`src/rtl/sd_read_sector_pkg.sv`:
```
// Shared SD SPI definitions: command bytes, start token, error codes and
// the read-sector FSM state encoding.
package sd_read_sector_pkg;

    localparam logic [7:0] CMD0        = 8'h40;
    localparam logic [7:0] CMD8        = 8'h48;
    localparam logic [7:0] CMD17       = 8'h51;
    localparam logic [7:0] CMD55       = 8'h77;
    localparam logic [7:0] ACMD41      = 8'h69;
    localparam logic [7:0] CMD_TAIL    = 8'hFF;
    localparam logic [7:0] START_TOKEN = 8'hFE;

    localparam logic [1:0] ERR_NONE  = 2'b00;
    localparam logic [1:0] ERR_R1    = 2'b01;
    localparam logic [1:0] ERR_TOKEN = 2'b10;
    localparam logic [1:0] ERR_CRC   = 2'b11;

    localparam logic [15:0] CRC16_POLY = 16'h1021;
    localparam int          TMR_W      = 12;

    typedef enum logic [2:0] {
        ST_IDLE,
        ST_SEND_CMD,
        ST_WAIT_R1,
        ST_R1_CAP,
        ST_WAIT_TOKEN,
        ST_RX_DATA,
        ST_RX_CRC,
        ST_GAP
    } rd_state_t;

    // 48-bit SPI command frame; CRC byte is a don't-care once CRC is off.
    function automatic logic [47:0] cmd_frame(input logic [7:0] cmd, input logic [31:0] arg);
        return {cmd, arg, CMD_TAIL};
    endfunction

endpackage

```
`src/rtl/sd_read_sector_crc16.sv`:
```
// sd_crc16: serial MSB-first CRC16-CCITT (init 0) with clear and enable.
// Only built when SD_RD_CRC16_EN is defined.
`ifdef SD_RD_CRC16_EN
module sd_crc16
    import sd_read_sector_pkg::*;
(
    input  logic        clk,
    input  logic        rst_n,
    input  logic        clr,
    input  logic        en,
    input  logic        din,
    output logic [15:0] crc
);

    logic fb;
    assign fb = crc[15] ^ din;

    always_ff @(posedge clk or negedge rst_n) begin
        if (!rst_n)
            crc <= '0;
        else if (clr)
            crc <= '0;
        else if (en)
            crc <= {crc[14:0], 1'b0} ^ (fb ? CRC16_POLY : 16'h0000);
    end

endmodule
`endif

```
`src/rtl/sd_read_sector.sv`:
```
// sd_read_sector: CMD17 single-block reader on an SD card in SPI mode.
// Optional CRC16 check of the data block when SD_RD_CRC16_EN is defined.
//
// state         | meaning
// ST_IDLE       | waiting for rd_req with init_ok high
// ST_SEND_CMD   | CS low, shifting out the 48-bit CMD17 frame
// ST_WAIT_R1    | hunting for the R1 start bit, R1 timer running
// ST_R1_CAP     | capturing the remaining 7 bits of R1
// ST_WAIT_TOKEN | bitwise hunt for the 0xFE start token, token timer running
// ST_RX_DATA    | receiving 512 data bytes
// ST_RX_CRC     | receiving the 16-bit block CRC
// ST_GAP        | CS high for GAP_CLKS clocks, then done/err pulse
module sd_read_sector
    import sd_read_sector_pkg::*;
#(
    parameter int R1_TIMEOUT    = 255,
    parameter int TOKEN_TIMEOUT = 4095,
    parameter int GAP_CLKS      = 8
) (
    input  logic        SD_CK,
    input  logic        rst_n,
    input  logic        init_ok,
    input  logic        rd_req,
    input  logic [31:0] rd_addr,
    input  logic        SD_MISO,
    output logic        SD_MOSI,
    output logic        SD_CSn,
    output logic        rd_busy,
    output logic [7:0]  rd_data,
    output logic        rd_valid,
    output logic        rd_done,
    output logic        rd_err,
    output logic [1:0]  rd_err_code
);

`ifdef SD_RD_CRC16_EN
    localparam int RX_W = 15;
`else
    localparam int RX_W = 7;
`endif

    rd_state_t        state;
    logic [47:0]      cmd_sr;
    logic [5:0]       bit_cnt;
    logic [9:0]       byte_cnt;
    logic [TMR_W-1:0] timer;
    logic [RX_W-1:0]  rx_sr;
    logic [7:0]       rx_byte;
    logic             tx_q;
    logic             cs_q;
    logic             crc_bad;

    assign rx_byte = {rx_sr[6:0], SD_MISO};

`ifdef SD_RD_CRC16_EN
    logic [15:0] crc_calc;

    sd_crc16 u_crc16 (
        .clk   (SD_CK),
        .rst_n (rst_n),
        .clr   (state == ST_IDLE),
        .en    (state == ST_RX_DATA),
        .din   (SD_MISO),
        .crc   (crc_calc)
    );

    assign crc_bad = (crc_calc != {rx_sr[14:0], SD_MISO});
`else
    assign crc_bad = 1'b0;
`endif

    always_ff @(posedge SD_CK or negedge rst_n) begin
        if (!rst_n) begin
            state       <= ST_IDLE;
            cmd_sr      <= '1;
            bit_cnt     <= '0;
            byte_cnt    <= '0;
            timer       <= '0;
            rx_sr       <= '1;
            tx_q        <= 1'b1;
            cs_q        <= 1'b1;
            rd_busy     <= 1'b0;
            rd_data     <= '0;
            rd_valid    <= 1'b0;
            rd_done     <= 1'b0;
            rd_err      <= 1'b0;
            rd_err_code <= ERR_NONE;
        end else begin
            rd_valid <= 1'b0;
            rd_done  <= 1'b0;
            rd_err   <= 1'b0;
            rx_sr    <= {rx_sr[RX_W-2:0], SD_MISO};
            // Losing init_ok mid-transfer still releases the card through the gap.
            if (rd_busy && !init_ok && state != ST_GAP) begin
                rd_err_code <= ERR_R1;
                tx_q        <= 1'b1;
                cs_q        <= 1'b1;
                timer       <= TMR_W'(GAP_CLKS);
                state       <= ST_GAP;
            end else begin
                case (state)
                    ST_IDLE: begin
                        if (rd_req && init_ok) begin
                            cmd_sr      <= cmd_frame(CMD17, rd_addr);
                            bit_cnt     <= '0;
                            rd_busy     <= 1'b1;
                            rd_err_code <= ERR_NONE;
                            cs_q        <= 1'b0;
                            state       <= ST_SEND_CMD;
                        end
                    end
                    ST_SEND_CMD: begin
                        tx_q    <= cmd_sr[47];
                        cmd_sr  <= {cmd_sr[46:0], 1'b1};
                        bit_cnt <= bit_cnt + 6'd1;
                        if (bit_cnt == 6'd47) begin
                            timer <= TMR_W'(R1_TIMEOUT);
                            state <= ST_WAIT_R1;
                        end
                    end
                    ST_WAIT_R1: begin
                        tx_q <= 1'b1;
                        if (!SD_MISO) begin
                            bit_cnt <= 6'd1;
                            state   <= ST_R1_CAP;
                        end else if (timer == '0) begin
                            rd_err_code <= ERR_R1;
                            cs_q        <= 1'b1;
                            timer       <= TMR_W'(GAP_CLKS);
                            state       <= ST_GAP;
                        end else begin
                            timer <= timer - TMR_W'(1);
                        end
                    end
                    ST_R1_CAP: begin
                        bit_cnt <= bit_cnt + 6'd1;
                        if (bit_cnt == 6'd7) begin
                            if (rx_byte == 8'h00) begin
                                timer <= TMR_W'(TOKEN_TIMEOUT);
                                state <= ST_WAIT_TOKEN;
                            end else begin
                                rd_err_code <= ERR_R1;
                                cs_q        <= 1'b1;
                                timer       <= TMR_W'(GAP_CLKS);
                                state       <= ST_GAP;
                            end
                        end
                    end
                    ST_WAIT_TOKEN: begin
                        // Byte alignment for the data block restarts at the token's last bit.
                        if (rx_byte == START_TOKEN) begin
                            bit_cnt  <= '0;
                            byte_cnt <= '0;
                            state    <= ST_RX_DATA;
                        end else if (timer == '0) begin
                            rd_err_code <= ERR_TOKEN;
                            cs_q        <= 1'b1;
                            timer       <= TMR_W'(GAP_CLKS);
                            state       <= ST_GAP;
                        end else begin
                            timer <= timer - TMR_W'(1);
                        end
                    end
                    ST_RX_DATA: begin
                        bit_cnt <= bit_cnt + 6'd1;
                        if (bit_cnt == 6'd7) begin
                            rd_data  <= rx_byte;
                            rd_valid <= 1'b1;
                            bit_cnt  <= '0;
                            if (byte_cnt == 10'd511)
                                state <= ST_RX_CRC;
                            else
                                byte_cnt <= byte_cnt + 10'd1;
                        end
                    end
                    ST_RX_CRC: begin
                        bit_cnt <= bit_cnt + 6'd1;
                        if (bit_cnt == 6'd15) begin
                            if (crc_bad)
                                rd_err_code <= ERR_CRC;
                            cs_q  <= 1'b1;
                            timer <= TMR_W'(GAP_CLKS);
                            state <= ST_GAP;
                        end
                    end
                    ST_GAP: begin
                        if (timer == '0) begin
                            rd_busy <= 1'b0;
                            rd_done <= (rd_err_code == ERR_NONE);
                            rd_err  <= (rd_err_code != ERR_NONE);
                            state   <= ST_IDLE;
                        end else begin
                            timer <= timer - TMR_W'(1);
                        end
                    end
                    default: state <= ST_IDLE;
                endcase
            end
        end
    end

    // Card samples on the rising edge, so TX lines change on the falling edge.
    always_ff @(negedge SD_CK or negedge rst_n) begin
        if (!rst_n) begin
            SD_MOSI <= 1'b1;
            SD_CSn  <= 1'b1;
        end else begin
            SD_MOSI <= tx_q;
            SD_CSn  <= cs_q;
        end
    end

endmodule
```
`config.mk`:
```
export PLATFORM = sky130hd
export DESIGN_NAME = sd_read_sector
export DESIGN_NICKNAME = d
export VERILOG_FILES = /design/src/rtl/sd_read_sector_pkg.sv /design/src/rtl/sd_read_sector_crc16.sv /design/src/rtl/sd_read_sector.sv
export SDC_FILE = /design/constraint.sdc
export NUM_CORES = 1
export LEC_CHECK = 0
export ABC_AREA = 1
export CORE_ASPECT_RATIO = 0.5
export CORE_UTILIZATION = 62
export DETAILED_ROUTE_END_ITERATION = 8
export PLACE_DENSITY = 0.86
export SETUP_SLACK_MARGIN = 0.2
export SLEW_MARGIN = 20
export SYNTH_ARGS = -nofsm -noshare
export SYNTH_HDL_FRONTEND = slang
export SYNTH_HIERARCHICAL = 1
export SYNTH_SLANG_ARGS = --single-unit
export TNS_END_PERCENT = 30
```
`constraint.sdc`:
```
create_clock -name SD_CK -period 3.15 [get_ports SD_CK]
set_input_delay 0.315 -clock SD_CK [delete_from_list [all_inputs] [get_ports SD_CK]]
set_output_delay 0.315 -clock SD_CK [all_outputs]
set_load 0.01 [all_outputs]
```
==> flow_metrics.env, run 1 <==
export IMPL_status="completed"
export IMPL_cts_htree_levels=3
export IMPL_die_w_um=133
export IMPL_finalInstanceArea_sq_um=6180
export IMPL_grt_usage=0.281
export IMPL_drv_cap=0
export IMPL_synth_seq_cells=96
export IMPL_irDropWorstVdd_mv=0.568
export IMPL_synth_commonest_cells="nand2_1 (193), inv_1 (86), nor2_1 (58)"
export IMPL_totalWireLength_mm=11.7
export IMPL_cp_max_fo=1
export IMPL_dominantRegCellSynth="dfstp_2"
export IMPL_gp_congestion=0.946
export IMPL_insertion_delay_ps=400
export IMPL_yosysTopAreaCell="dfstp_2"
export IMPL_end_kind="primary output"
export IMPL_crit_arrival_ps=2610
export IMPL_ant_nets=0
export IMPL_yosys_warnings=6
export IMPL_postSynthCellCount=678
export IMPL_p_comb_frac=0.449
export IMPL_worstMarginPinSlew_ps=917
export IMPL_crit_chain="buf_2"
export IMPL_grt_setup_unrepaired="false"
export IMPL_min_from="rx_sr[5]$_DFF_PN1_"
export IMPL_ys_seq_area_frac=0.465
export IMPL_place_hpwl_mm=8.13
export IMPL_boundaryPins=53
export IMPL_hold_violations=0
export IMPL_fin_ws_ps=226
export IMPL_syn_avg_cell_area_sq_um=7.83
export IMPL_synth_edf_count=0
export IMPL_cts_path_max_buffers=2
export IMPL_cts_tree="done"
export IMPL_cpPeakStageDelay_ps=510
export IMPL_areaGrowthSynthToFinish_pct=16.4
export IMPL_p_total_w=0.00565
export IMPL_antenna_found_initial=0
export IMPL_cp_start_kind="flop"
export IMPL_root_buffer="clkbuf_16"
export IMPL_synth_nets=719
export IMPL_cp_data_required_time_ps=2830
export IMPL_leakage_nw=2.88
export IMPL_vias_per_cell=5.39
export IMPL_synth_area_leaders="dfstp_2 (25%), dfrtp_1 (21%), nand2_1 (14%)"
export IMPL_seq_power_share=0.361
export IMPL_drive_above_1_share=0.170
export IMPL_grt_pass1_wl_mm=19.6
export IMPL_vias=4562
export IMPL_swShare=0.422
export IMPL_wire_per_inst_um=13.8
export IMPL_clk_pin_slew_ps=60
export IMPL_grt_pass1_vias=4168
export IMPL_coreArea_sq_um=8140
export IMPL_port_buffers=52
export IMPL_crit_start="SD_MOSI$_DFF_NN1_"
export IMPL_path_delay_family="flip-flops"
export IMPL_synthArstFlopShare=1.00
export IMPL_worstReg2RegStart="state[2]$_DFFE_PN0P_"
export IMPL_dpl_cell_area_sq_um=5880
export IMPL_setup_violations=0
export IMPL_dr_pass1_iters=5
export IMPL_min_path_type="reg2reg"
export IMPL_power_density_nw_per_um2=914
export IMPL_synth_most_common_cell="nand2_1"
export IMPL_maxSlewViolCount=0
export IMPL_power_switching_w=0.00238
export IMPL_drc=0
export IMPL_synth_cell_types=36
export IMPL_clock_sinks=96
export IMPL_drt_iter0_drc=348
export IMPL_num_rows=23
export IMPL_cpMaxStageDelayCell="dfstp_2"
export IMPL_worst_hold_slack_ps=374
export IMPL_dp_slack_ps=237
export IMPL_fin_nets=771
export IMPL_diodes=0
export IMPL_cts_buffers=9
export IMPL_grt_max_degree=75
export IMPL_critPathKind="reg2out"
export IMPL_cell_internal_pwr_w=0.00327
export IMPL_synthesis_area_sq_um=5310
export IMPL_max_slew_margin_rel=0.388
export IMPL_post_cts_setup_buffers=0
export IMPL_yosysTopAreaCellShare=0.252
export IMPL_clkPwrFrac=0.190
export IMPL_overflow=0
export IMPL_die_y_um=67.4
export IMPL_path_buf_inv=1
export IMPL_die_area_sq_um=8960
export IMPL_start_util=0.652
export IMPL_finalSetupTns_ps=0
export IMPL_skew_ps=65.0
[routing by layer]
metal	track usage	vias to the layer above	share of wire
met2	0.476	111	0.45
met1	0.375	2159	0.48
li1	-	2276	-
met5	0	-	0
met3	0.0578	16	0.053
met4	0.0718	0	0.012
[flip-flops by register name, summed over array words and instances, names as in the netlist, 2 cells and up]
name,count
rd_data,8
state,3
bit_cnt,6
timer,12
rx_sr,7
byte_cnt,10
rd_err_code,2
cmd_sr,40
[final cells by class]
cell class / count / area [sq um]
Timing Repair Buffer: 62 / 598
Sequential cell: 96 / 2470
Tap cell: 112 / 140
Clock inverter: 7 / 43.8
Clock buffer: 11 / 254
Inverter: 91 / 344
Fill cell: 614 / 1970
Multi-Input combinational cell: 468 / 2330
[cells in the final DEF (no fill, tap or decap), types with 3 or more instances in the layout]
cell,instances
nand3_1,46
nand2_1,193
xor2_1,7
o21ai_1,40
inv_1,87
a21oi_1,13
inv_2,5
buf_4,9
o211ai_1,30
nand3_2,3
ha_1,4
nor2_1,57
clkdlybuf4s50_1,49
dfstp_2,51
nand4_1,5
dfrtp_1,45
o21ai_2,9
nand2_2,10
or2_2,3
o21ai_0,18
nand2_4,3
o22ai_1,4
nor2_2,8
nor2_4,4
clkbuf_16,10
[metrics by stage]
step                 util  std cells
floorplan               -        678
global placement    0.723        829
detailed placement  0.723        829
CTS                 0.759        847
global route        0.759        847
finish              0.759        847
[worst paths after layout]
kind | endpoint | slack (ps) | depth (start not counted)
hold / removal | rx_sr[6]$_DFF_PN1_ | 370 | 0
hold reg to reg | rx_sr[6]$_DFF_PN1_ | 370 | 0
setup reg to reg | cmd_sr[11]$_DFFE_PN1P_ | 700 | 7
min in group asynchronous | timer[2]$_DFFE_PN0P_ | 400 | 2
setup / recovery | SD_MOSI | 230 | 1
max in group asynchronous | SD_CSn$_DFF_NN1_ | 930 | 2
[repair_timing]
action / 4_1_cts / 5_1_grt
endpoints found under the setup margin: 2 / 1
gates resized for setup: 7 / 1
hold endpoints to repair: 19 / 0
hold buffers: 1 / 0
[cells by family (layout without fill, tap and decap cells)]
kind of cell    count (synthesis)  after routing  synth area share
simple gates                  338            338             0.281
xor+xnor                        9              9            0.0149
flops                          96             96             0.465
compound gates                117            117             0.133
fa+ha+maj                       4              4           0.00943
buf+inv                       114            171            0.0974
[power groups by stage]
stage | clock, W | combinational [W] | sequential, W
floorplan | 0.00000596 | 0.00202 | 0.00201
global placement | 0.00000596 | 0.00244 | 0.00204
detailed placement | 0.00000596 | 0.00252 | 0.00206
CTS | 0.00109 | 0.00254 | 0.00204
global route | 0.00114 | 0.00288 | 0.00208
finish | 0.00107 | 0.00254 | 0.00204
(Power assumes the default switching activity.)
==> inputs of run 2 (changes only) <==
--- a/config.mk
+++ b/config.mk
@@ -8,6 +8,7 @@
 export ABC_AREA = 1
 export CORE_ASPECT_RATIO = 0.5
 export CORE_UTILIZATION = 62
+export CTS_BUF_LIST = sky130_fd_sc_hd__clkbuf_16
 export DETAILED_ROUTE_END_ITERATION = 8
 export PLACE_DENSITY = 0.86
 export SETUP_SLACK_MARGIN = 0.2
==> run 2 against run 1 <==
  * Worst setup slack better by 0.77 ps
  * Critical path depth unchanged
  * Non-clock buffer count unchanged
  * Global-route usage did not move
  * Hold slack is essentially flat
  * Final cell count stayed put
  * Total power shrank 0.11%
  * Wire length fell by 0.27%
  * First-iteration DRC count decreased by 0.29%
  * Via count did not move
  * Largest power group unchanged
==> flow_metrics.env, run 2 (synthesis gave the netlist of run 1 again) <==
export IMPL_insertion_delay_ps=400
export IMPL_grtUsageMet2=0.476
export IMPL_r2r_cells=7
export IMPL_clock_sinks=96
export IMPL_num_rows=23
export IMPL_drc=0
export IMPL_min_path_type="reg2reg"
export IMPL_overflow=0
export IMPL_dpl_cell_area_sq_um=5880
export IMPL_diodes=0
export IMPL_ant_nets=0
export IMPL_grt_usage=0.281
export IMPL_end_kind="primary output"
export IMPL_irDropWorstVdd_mv=0.567
export IMPL_cell_internal_pwr_w=0.00326
export IMPL_setup_violations=0
export IMPL_grt_setup_unrepaired="false"
export IMPL_die_w_um=133
export IMPL_leakage_nw=2.88
export IMPL_root_buffer="clkbuf_16"
export IMPL_gr_usage_met3=0.0578
export IMPL_power_density_nw_per_um2=913
export IMPL_path_buf_inv=1
export IMPL_most_common_layout_cells="nand2_1 (193), inv_1 (88), nor2_1 (57), dfstp_2 (51), clkdlybuf4s50_1 (49)"
export IMPL_critPathKind="reg2out"
export IMPL_boundaryPins=53
export IMPL_cp_start_kind="flop"
export IMPL_clk_pin_slew_ps=60
export IMPL_crit_chain="buf_2"
export IMPL_cts_htree_levels=3
export IMPL_min_from="rx_sr[5]$_DFF_PN1_"
export IMPL_wire_per_inst_um=13.8
export IMPL_die_area_sq_um=8960
export IMPL_cp_max_fo=1
export IMPL_cp_data_required_time_ps=2830
export IMPL_largest_reg_flops=40
export IMPL_path_delay_family="flip-flops"
export IMPL_maxSlewViolCount=0
export IMPL_vias_per_cell=5.39
export IMPL_drt_iter0_drc=347
export IMPL_power_switching_w=0.00238
export IMPL_place_hpwl_mm=8.13
export IMPL_dr_pass1_iters=5
export IMPL_hold_violations=0
export IMPL_start_util=0.652
export IMPL_post_cts_setup_buffers=0
export IMPL_status="completed"
export IMPL_grt_pass1_vias=4168
export IMPL_drv_cap=0
export IMPL_worstMarginPinSlew_ps=916
export IMPL_ff2ff_setup_slack_ps=700
export IMPL_drive_above_1_share=0.170
export IMPL_antenna_found_initial=0
export IMPL_coreArea_sq_um=8140
export IMPL_finalInstanceArea_sq_um=6180
export IMPL_max_slew_margin_rel=0.389
export IMPL_finalSetupTns_ps=0
export IMPL_worstReg2RegStart="state[2]$_DFFE_PN0P_"
export IMPL_hold_depth=0
export IMPL_crit_arrival_ps=2610
export IMPL_seq_power_share=0.362
export IMPL_regMostFlops="cmd_sr"
export IMPL_busiest_layer="met2"
export IMPL_grt_max_degree=75
export IMPL_cts_tree="done"
export IMPL_gp_congestion=0.946
export IMPL_p_comb_frac=0.449
export IMPL_min_to="rx_sr[6]$_DFF_PN1_"
export IMPL_totalWireLength_mm=11.7
export IMPL_port_buffers=52
export IMPL_cpMaxStageDelayCell="dfstp_2"
export IMPL_cts_buffers=9
export IMPL_fin_nets=771
export IMPL_skew_ps=63.5
export IMPL_die_y_um=67.4
export IMPL_clkPwrFrac=0.190
export IMPL_vias=4562
export IMPL_grt_pass1_wl_mm=19.6
export IMPL_gr_usage_met1=0.375
export IMPL_cpPeakStageDelay_ps=510
export IMPL_final_common_cell="nand2_1"
export IMPL_swShare=0.422
export IMPL_top_regs="cmd_sr x40, timer x12, byte_cnt x10"
export IMPL_cts_path_max_buffers=2
export IMPL_r2r_end="cmd_sr[11]$_DFFE_PN1P_"
export IMPL_areaGrowthSynthToFinish_pct=16.4
==> run 2: how the worst max path moves through the flow <==
stage                      startpoint  endpoint  slack (ps)  depth (start not counted)
floorplan            SD_CSn$_DFF_NN1_    SD_CSn         740                          0
global placement     SD_CSn$_DFF_NN1_    SD_CSn         250                          1
detailed placement  SD_MOSI$_DFF_NN1_   SD_MOSI         240                          1
CTS                  SD_CSn$_DFF_NN1_    SD_CSn         140                          1
global route        SD_MOSI$_DFF_NN1_   SD_MOSI         200                          1
finish              SD_MOSI$_DFF_NN1_   SD_MOSI         230                          1
==> run 2: power by group through the flow <==
stage	Clock, W	Combinational, W	Sequential, W
finish	0.00107	0.00253	0.00204
global route	0.00114	0.00288	0.00208
CTS	0.00108	0.00254	0.00204
detailed placement	0.00000596	0.00252	0.00206
global placement	0.00000596	0.00244	0.00204
floorplan	0.00000596	0.00202	0.00201
==> run 2: layout make-up <==
cell class              instances  area, sq um
repair buffers                 62          598
fillers                       614         1970
multi-input cells             468         2330
well taps                     112          140
clock inverters                 8         47.5
clock buffers                  10          250
flip-flops and latches         96         2470
inverters                      91          344
==> run 2: per-layer routing <==
metal | vias up | part of all wire
met5 | - | 0
met4 | 0 | 0.013
met3 | 22 | 0.048
met2 | 113 | 0.46
met1 | 2152 | 0.48
li1 | 2275 | -
==> run 2: what timing repair did <==
item | in CTS | in global routing
cloned | 0 | 0
hold endpoints to repair | 19 | 0
endpoints found under the setup margin | 2 | 1
hold buffers | 1 | 0
resized for setup | 7 | 1
==> run 2: metrics by stage <==
step / hold slack (ps) / power (W) / utilization / std cells / worst slack (ps)
global placement: 221 / 0.00449 / 0.723 / 829 / 246
finish: 374 / 0.00564 / 0.759 / 847 / 227
global route: 377 / 0.00610 / 0.759 / 847 / 201
detailed placement: 224 / 0.00459 / 0.723 / 829 / 237
CTS: 374 / 0.00566 / 0.759 / 847 / 144
floorplan: 19.4 / 0.00403 / - / 678 / 740
==> inputs of run 3 (changes only) <==
--- a/config.mk
+++ b/config.mk
@@ -10,6 +10,7 @@
 export CORE_UTILIZATION = 62
 export CTS_BUF_LIST = sky130_fd_sc_hd__clkbuf_16
 export DETAILED_ROUTE_END_ITERATION = 8
+export MAX_ROUTING_LAYER = met4
 export PLACE_DENSITY = 0.86
 export SETUP_SLACK_MARGIN = 0.2
 export SLEW_MARGIN = 20
==> run 3 against run 2 <==
  * Clock power fell by 4%
  * Highest routed layer unchanged
  * Wire length fell by 2.0%
  * First-iteration DRC count shrank 6.1%
==> flow_metrics.env, run 3 (synthesis gave the netlist of run 1 again) <==
export IMPL_root_buffer="clkbuf_16"
export IMPL_wire_per_inst_um=13.5
export IMPL_antenna_found_initial=0
export IMPL_setup_violations=0
export IMPL_path_buf_inv=1
export IMPL_insertion_delay_ps=400
export IMPL_leakage_nw=2.87
export IMPL_worstReg2RegStart="state[1]$_DFFE_PN0P_"
export IMPL_drive_above_1_share=0.170
export IMPL_power_density_nw_per_um2=905
export IMPL_max_slew_margin_rel=0.396
export IMPL_gp_congestion=0.945
export IMPL_path_delay_family="flip-flops"
export IMPL_crit_arrival_ps=2600
export IMPL_worst_path_stages=1
export IMPL_crit_chain="buf_2"
export IMPL_crit_start="SD_CSn$_DFF_NN1_"
export IMPL_ff2ff_setup_slack_ps=690
export IMPL_die_area_sq_um=8960
export IMPL_port_buffers=52
export IMPL_vias=4482
export IMPL_areaGrowthSynthToFinish_pct=16.1
export IMPL_p_total_w=0.00558
export IMPL_clk_pin_slew_ps=70
export IMPL_finalInstanceArea_sq_um=6160
export IMPL_num_rows=23
export IMPL_grt_usage=0.284
export IMPL_fill_cells=598
export IMPL_dp_slack_ps=234
export IMPL_r2r_end="cmd_sr[30]$_DFFE_PN1P_"
export IMPL_regMostFlops="cmd_sr"
export IMPL_post_cts_setup_buffers=0
export IMPL_cp_start_kind="flop"
export IMPL_die_w_um=133
export IMPL_hold_violations=0
export IMPL_finalSetupTns_ps=0
export IMPL_dpl_cell_area_sq_um=5880
export IMPL_start_util=0.652
export IMPL_largest_reg_flops=40
export IMPL_totalWireLength_mm=11.4
export IMPL_most_common_layout_cells="nand2_1 (193), inv_1 (89), nor2_1 (57), dfstp_2 (51), clkdlybuf4s50_1 (49)"
export IMPL_fin_ws_ps=235
export IMPL_skew_ps=51.5
export IMPL_die_y_um=67.4
export IMPL_maxSlewViolCount=0
export IMPL_drv_cap=0
export IMPL_cp_max_fo=1
export IMPL_cts_buffers=9
export IMPL_dr_pass1_iters=5
export IMPL_grt_pass1_wl_mm=19.1
export IMPL_top_regs="cmd_sr x40, timer x12, byte_cnt x10"
export IMPL_worstMarginPinSlew_ps=906
export IMPL_grt_setup_unrepaired="false"
export IMPL_drt_iter0_drc=326
export IMPL_overflow=0
export IMPL_place_hpwl_mm=7.89
export IMPL_clock_sinks=96
export IMPL_cpPeakStageDelay_ps=510
export IMPL_ant_nets=0
export IMPL_coreArea_sq_um=8140
export IMPL_min_path_type="reg2reg"
export IMPL_status="completed"
export IMPL_irDropWorstVdd_mv=0.503
export IMPL_end_kind="primary output"
export IMPL_critPathKind="reg2out"
export IMPL_cts_htree_levels=3
export IMPL_final_common_cell="nand2_1"
export IMPL_r2r_cells=7
export IMPL_grt_max_degree=75
export IMPL_cts_path_max_buffers=2
export IMPL_vias_per_cell=5.29
export IMPL_cpMaxStageDelayCell="dfstp_2"
export IMPL_cts_tree="done"
export IMPL_fin_nets=771
export IMPL_grt_pass1_vias=4113
export IMPL_worst_hold_slack_ps=371
export IMPL_critPathCapture="SD_CSn"
export IMPL_boundaryPins=53
export IMPL_cp_data_required_time_ps=2830
export IMPL_diodes=0
export IMPL_drc=0
-- run 3: worst min path at each step --
stage,start,endpoint,cells after the start
after floorplan,rst_n,bit_cnt[0]$_DFFE_PN0P_,0
after global placement,rst_n,timer[1]$_DFFE_PN0P_,1
after detailed placement,rst_n,bit_cnt[4]$_DFFE_PN0P_,1
after CTS,rx_sr[4]$_DFF_PN1_,rx_sr[5]$_DFF_PN1_,0
after global routing,rx_sr[2]$_DFF_PN1_,rx_sr[3]$_DFF_PN1_,0
final,rx_sr[4]$_DFF_PN1_,rx_sr[5]$_DFF_PN1_,0
-- run 3: stage by stage --
step                      cells   util
final                       847  0.756
after global routing        847  0.756
after CTS                   847  0.757
after detailed placement    829  0.723
after global placement      829  0.723
after floorplan             678      -
-- run 3: where the power goes --
group	switching, W	internal, W	leakage (nW)	total [W]
Combinational	0.00163	0.000852	1.59	0.00249
Sequential	0.000247	0.00182	1.14	0.00206
Clock	0.000489	0.000539	0.150	0.00103
Total	0.00237	0.00321	2.87	0.00558
-- run 3: area by class of cell --
| cell class | count | area, sq um | area share |
|---|---|---|---|
| Sequential cell | 96 | 2470 | 0.400 |
| Multi-Input combinational cell | 468 | 2330 | 0.379 |
| Clock buffer | 9 | 225 | 0.0366 |
| Tap cell | 112 | 140 | 0.0227 |
| Timing Repair Buffer | 62 | 598 | 0.0971 |
| Inverter | 91 | 344 | 0.0558 |
| Clock inverter | 9 | 55.1 | 0.00894 |
-- run 3: timing repair --
item | CTS | global route
endpoints found under the setup margin | 2 | 1
cloned | 0 | 0
hold buffers | 1 | 0
resized for setup | 7 | 1
hold endpoints to repair | 19 | 0
-- run 3: metal layers --
layer  GRT usage  vias up  share of wire
li1            -     2277              -
met1       0.373     2081           0.49
met2       0.446      105           0.44
met3      0.0586       19          0.049
met4      0.0977        0          0.017
met5           -        -              0
